--- config.mk ---
export PLATFORM = sky130hd
export DESIGN_NAME = program_memory_loader
export DESIGN_NICKNAME = d
export VERILOG_FILES = /design/src/rtl/program_memory_loader.sv
export SDC_FILE = /design/constraint.sdc
export NUM_CORES = 1
export LEC_CHECK = 0
export CAP_MARGIN = 10
export CORE_MARGIN = 2
export CORE_UTILIZATION = 30
export CTS_CLUSTER_DIAMETER = 150
export DETAILED_ROUTE_END_ITERATION = 10
export HOLD_SLACK_MARGIN = 0.1
export PLACE_DENSITY_LB_ADDON = 0.3
export SLEW_MARGIN = 15
export SYNTH_ARGS = -nofsm -noshare
export SYNTH_HDL_FRONTEND = slang
export SYNTH_SLANG_ARGS = --single-unit
export TNS_END_PERCENT = 10
--- constraint.sdc ---
create_clock -name clk -period 2.8 [get_ports clk]
set_clock_uncertainty 0.1 [all_clocks]
set_input_delay 0.7 -clock clk [delete_from_list [all_inputs] [get_ports clk]]
set_output_delay 0.7 -clock clk [all_outputs]
set_load 0.05 [all_outputs]
--- src/rtl/program_memory_loader.sv ---
`timescale 1ns/1ps
// -----------------------------------------------------------------------------
// program_memory_loader
//
// Writer side of the instruction memory. It takes a byte stream from the UART
// receiver over a valid/ready handshake. The stream is a 16-bit little-endian
// word count, followed by that many little-endian 32-bit instructions. Each
// instruction is written to the program RAM at consecutive word addresses,
// starting at 0. While a load is in progress, the RISC-V core is held.
//
// Ports:
//   clk            system clock, rising edge
//   reset          asynchronous, active-low reset
//   start          single-cycle pulse; begins a load when not busy
//   rx_data        byte from UART receiver
//   rx_valid       rx_data valid
//   rx_ready       loader accepts a byte this cycle (state decode only)
//   mem_we         program RAM write enable, one cycle per word
//   mem_address    word address of the current/last write
//   mem_write_data assembled instruction of the current/last write
//   words_loaded   words written in the current/last load
//   busy           load in progress
//   cpu_hold       equals busy; stalls the core
//   done           sticky: load finished successfully
//   error          sticky: length header exceeded MEMORY_DEPTH
// -----------------------------------------------------------------------------
module program_memory_loader #(
  parameter int MEMORY_DEPTH = 128,
  parameter int DATA_WIDTH   = 32,
  parameter int ADDR_WIDTH   = 7
) (
  input  logic                  clk,
  input  logic                  reset,
  input  logic                  start,
  input  logic [7:0]            rx_data,
  input  logic                  rx_valid,
  output logic                  rx_ready,
  output logic                  mem_we,
  output logic [ADDR_WIDTH-1:0] mem_address,
  output logic [DATA_WIDTH-1:0] mem_write_data,
  output logic [15:0]           words_loaded,
  output logic                  busy,
  output logic                  cpu_hold,
  output logic                  done,
  output logic                  error
);

  typedef enum logic [2:0] {
    IDLE, LEN_LO, LEN_HI, DATA, WRITE, DONE, ERROR
  } state_t;

  localparam logic [15:0] DEPTH16 = 16'(MEMORY_DEPTH);

  state_t      state;
  logic [1:0]  byte_cnt;
  logic [15:0] length;
  logic [23:0] lo_bytes;   // first three bytes of the word, byte 0 in [7:0]
  logic [15:0] len_full;
  logic [15:0] words_next;

  // The full length is compared in the cycle the high byte arrives.
  assign len_full   = {rx_data, length[7:0]};
  assign words_next = words_loaded + 16'd1;

  // All handshake and status outputs decode only the state register. This
  // keeps rx_ready free of any combinational path from rx_valid.
  assign rx_ready = (state == LEN_LO) || (state == LEN_HI) || (state == DATA);
  assign mem_we   = (state == WRITE);
  assign busy     = (state == LEN_LO) || (state == LEN_HI) ||
                    (state == DATA)   || (state == WRITE);
  assign cpu_hold = busy;

  // NOTE: every register in this block uses <=. All of them then sample the
  // values from before the edge, which matches real flops regardless of the
  // order in which the statements are written.
  always_ff @(posedge clk or negedge reset) begin
    if (!reset) begin
      state          <= IDLE;
      byte_cnt       <= 2'd0;
      length         <= 16'd0;
      lo_bytes       <= 24'd0;
      words_loaded   <= 16'd0;
      mem_address    <= '0;
      mem_write_data <= '0;
      done           <= 1'b0;
      error          <= 1'b0;
    end else begin
      case (state)
        IDLE, DONE, ERROR: begin
          // The sticky flags go high one cycle after the terminal state is
          // entered. As a result, done follows the final write by two edges.
          if (state == DONE)  done  <= 1'b1;
          if (state == ERROR) error <= 1'b1;
          if (start) begin
            state        <= LEN_LO;
            done         <= 1'b0;
            error        <= 1'b0;
            words_loaded <= 16'd0;
            byte_cnt     <= 2'd0;
          end
        end
        // In the states below, rx_ready is 1, so rx_valid alone marks a transfer.
        LEN_LO: if (rx_valid) begin
          length[7:0] <= rx_data;
          state       <= LEN_HI;
        end
        LEN_HI: if (rx_valid) begin
          length[15:8] <= rx_data;
          if (len_full == 16'd0)         state <= DONE;
          else if (len_full > DEPTH16)   state <= ERROR;
          else                           state <= DATA;
        end
        DATA: if (rx_valid) begin
          if (byte_cnt == 2'd3) begin
            // The write port registers are captured here and then hold their
            // values until the next word.
            mem_write_data <= {rx_data, lo_bytes};
            mem_address    <= words_loaded[ADDR_WIDTH-1:0];
            byte_cnt       <= 2'd0;
            state          <= WRITE;
          end else begin
            lo_bytes <= {rx_data, lo_bytes[23:8]};
            byte_cnt <= byte_cnt + 2'd1;
          end
        end
        WRITE: begin
          words_loaded <= words_next;
          byte_cnt     <= 2'd0;
          state        <= (words_next == length) ? DONE : DATA;
        end
        default: state <= IDLE;
      endcase
    end
  end

endmodule

==> results.md, run 1 <==
* Status: completed
* Slowest stage delay, CP at 0.89 ns
* Initial antenna violation count at 0
* FILL cells at 1544
* Reg2reg setup slack at 0.31 ns
* Cell Rows at 46
* CTS tree: yes
* Postcts setup bufs at 0
* DRT iter0 DRCs at 150
* Final min period at 2.65 ns
* Total grt overflow at 0
* Synth async-reset ratio at 100%
* Layout Nets at 492
* Worst Setup Start Kind: flip-flop
* Final TNS setup at 0 ns
* CTS resizes at 0
* Max_cap viols at 0
* Pre-antenna DRT Iters at 4
* Worst path bufs/invs at 1
* WP data arrival at 1.85 ns
* Met1 Use GR at between 10% and 20%
* Top post-synthesis cells by area: dfrtp_1 (53%), mux2_2 (18%), o21ai_0 (3.4%)
* Post-synth top flop: dfrtp_1
* Worst-path clk slew at approximately 0.07 ns
* Vias at roughly 3.4k
* Crit path cell chain: clkdlybuf4s50_1
* H-Tree Depth at 3
* Met2 GRT Util at about a fifth
* Largest net degree at the start of global routing at 56
* Mux contribution to synthesized area at about a fifth
* Post-route ant nets at 0
* Overall Global Routing Usage at 14.0%
* Critical path's top delay family: buffers and inverters
* Cell Area, Placed at approximately 0.006 mm²
* Post-Syn Instances at 396
* Fmax at about 380 MHz
* LEAKAGE at 2.65 nW
* Crit path required time at 2.00 ns
* Final Instance Area at 0.00618 mm²
* IO Port Bufs at approximately 70
* Final Hold Violating Endpoints at 0
* Core area at approximately 0.016 mm²
* Hold Path Class: in2async
* Worst Setup End Kind: primary output
* XOR/XNOR share of the synthesized area at 4.49%
* Synth warn at 0
* Drt wl/cell at roughly 16 µm
* Post-Syn Area at about 0.0048 mm²
* ANT cells at 0
* Register bit total from synthesis at roughly 100
* Die X at approximately 130 µm
* CTS root buf: clkbuf_16
* R2R Path Start: words_loaded[0]
* Detailed-route wire length at 11200 µm
* Slowest cell on crit path: clkdlybuf4s50_1
* Layout area overhead at 29.1%
* GR met3 Demand/Resource at 5.00%
* Cts hold-fix bufs at 0
* Sequential area share after synthesis at 53.3%
* Worst r2r path cells at 7
* Most common cell in the netlist: dfrtp_1
* Num CTS Buffers at 9
* Adder-Cell Fraction of Synth Area at 0.522%
* Compound-Gate Fraction of Synth Area at roughly a tenth
* Sink Count at just over 100
* Critical Path Fanout Max at 12
* Leading area contributor after synthesis: dfrtp_1
* Via density per instance at about 4.9
* GP Congestion at 0.858
* Share of the synthesized area in the top cell type at 53.3%
* Number of global-route vias before repair at 3376
* Synth Area per Inst at 12.1 µm²
* Max-slew violations at 0
* Power Density at a little over 900 mW/mm²
* Worst vdd ir at 400 µV
* Initial Util at a little under a third
* DRC Markers at 0
* EDFF count, synth at 0
* Worst setup path class: reg2out
* Synth Area in Simple Gates at about a tenth
* Synth unique cells at 56
* Relative slew margins at a little under two thirds
* Ratio of cells with drive above 1 in the final layout at 26.9%
* IO Pins at 73
* Max clock buf depth at 2
* Synthesized net count at 410
* RSZ-0062 raised after global routing: no
* Worst skew pair latency at 0.35 ns
* Tightest Pin Transition at 0.543 ns
* Final worst-path cycle share at between 90 and 100%
* Largest family of logic cells by synthesized area: multiplexers
* First-pass GRT wire length at approximately 18000 µm
* Worst flop-to-flop path endpoint: state[1]
* HPWL after detailed placement at 7800 µm
* Area of the die at 0.0170 mm²
* Endpoints failing setup at 0
* Commonest cells in the netlist: dfrtp_1 (102), mux2_2 (78), o21ai_0 (33), nand2_1 (18), xnor2_1 (16)
* Most Crowded Layer GR: met2
* Die Ht at 130 µm
-- cells by family (layout without fill, tap and decap cells) --
| logic type | after synthesis | after routing |
|---|---|---|
| buffers and inverters | 28 | 115 |
| xor gates and xnor gates | 23 | 23 |
| DFF | 102 | 102 |
| AOI/OAI and AO/OA | 77 | 77 |
| adders and majority gates | 2 | 2 |
| muxes | 80 | 80 |
| and+or+nand+nor | 84 | 84 |
-- flip-flops by register name, summed over array words and instances (netlist names) --
register and flops:
state 3, mem_write_data 32, length 16, lo_bytes 24, error 1, byte_cnt 2, words_loaded 16, done 1
mem_address 7
-- worst max-delay path by stage --
stage / from / slack, ns / to / cells after the start
floorplan: state[2] / 0.05 / cpu_hold / 4
global placement: rx_valid / 0.19 / lo_bytes[4] / 6
detailed placement: rx_valid / 0.15 / lo_bytes[12] / 6
CTS: words_loaded[7] / 0.15 / words_loaded[7] / 1
global route: words_loaded[7] / 0.09 / words_loaded[7] / 1
finish: words_loaded[7] / 0.15 / words_loaded[7] / 1
-- final cells by class --
cell class / count / area [µm²] / share of cell area, %
well taps: 216 / 270 / 4.37
flip-flops and latches: 102 / 2550 / 41.3
inverters: 6 / 22.5 / 0.364
clock buffers: 10 / 239 / 3.86
clock inverters: 6 / 76.3 / 1.23
repair buffers: 93 / 916 / 14.8
multi-input cells: 266 / 2110 / 34.1
-- metal layers --
layer / wire length [µm] / part of all wire, %
met1: 5430 / 49
met2: 4860 / 44
met3: 705 / 6.3
met4: 167 / 1.5
met5: 0 / 0
-- stage by stage --
| step | instances | utilization [%] | power [mW] | worst slack, ns | hold WS [ns] |
|---|---|---|---|---|---|
| floorplan | 396 | - | 3.78 | 0.0483 | 0.304 |
| global placement | 683 | 37.2 | 4.42 | 0.186 | 0.375 |
| detailed placement | 683 | 37.2 | 4.48 | 0.147 | 0.381 |
| CTS | 699 | 39.2 | 5.83 | 0.148 | 0.160 |
| global route | 699 | 39.2 | 6.11 | 0.0928 | 0.177 |
| finish | 699 | 39.2 | 5.76 | 0.154 | 0.159 |
-- placed cells by master (no fill, tap or decap), types with 7 or more instances in the layout --
master           netlist  layout
nand3_1                9       9
nand2_1               18      18
mux2_2                78      78
o31ai_1                7       7
buf_4                  6      22
clkdlybuf4s50_1        0      67
dfrtp_1              102     102
xnor2_1               16      16
o21ai_0               33      33
nor2_1                15      14
a21oi_1               11      11
clkbuf_16              0       9
-- where the power goes --
part / switching [mW] / internal, mW / leakage, nW / total, mW
registers: 0.386 / 1.91 / 1.33 / 2.29
logic: 1.20 / 0.944 / 1.17 / 2.15
clock network: 0.588 / 0.733 / 0.149 / 1.32
(Power assumes the default switching activity.)
==> inputs of run 2 (changes only) <==
--- a/config.mk
+++ b/config.mk
@@ -5,7 +5,7 @@
 export SDC_FILE = /design/constraint.sdc
 export NUM_CORES = 1
 export LEC_CHECK = 0
-export CAP_MARGIN = 10
+export CAP_MARGIN = 20
 export CORE_MARGIN = 2
 export CORE_UTILIZATION = 30
 export CTS_CLUSTER_DIAMETER = 150
@@ -16,4 +16,4 @@
 export SYNTH_ARGS = -nofsm -noshare
 export SYNTH_HDL_FRONTEND = slang
 export SYNTH_SLANG_ARGS = --single-unit
-export TNS_END_PERCENT = 10
+export TNS_END_PERCENT = 20
==> results of run 2 <==
The final DEF is identical to that of run 1; final timing and power are the same.
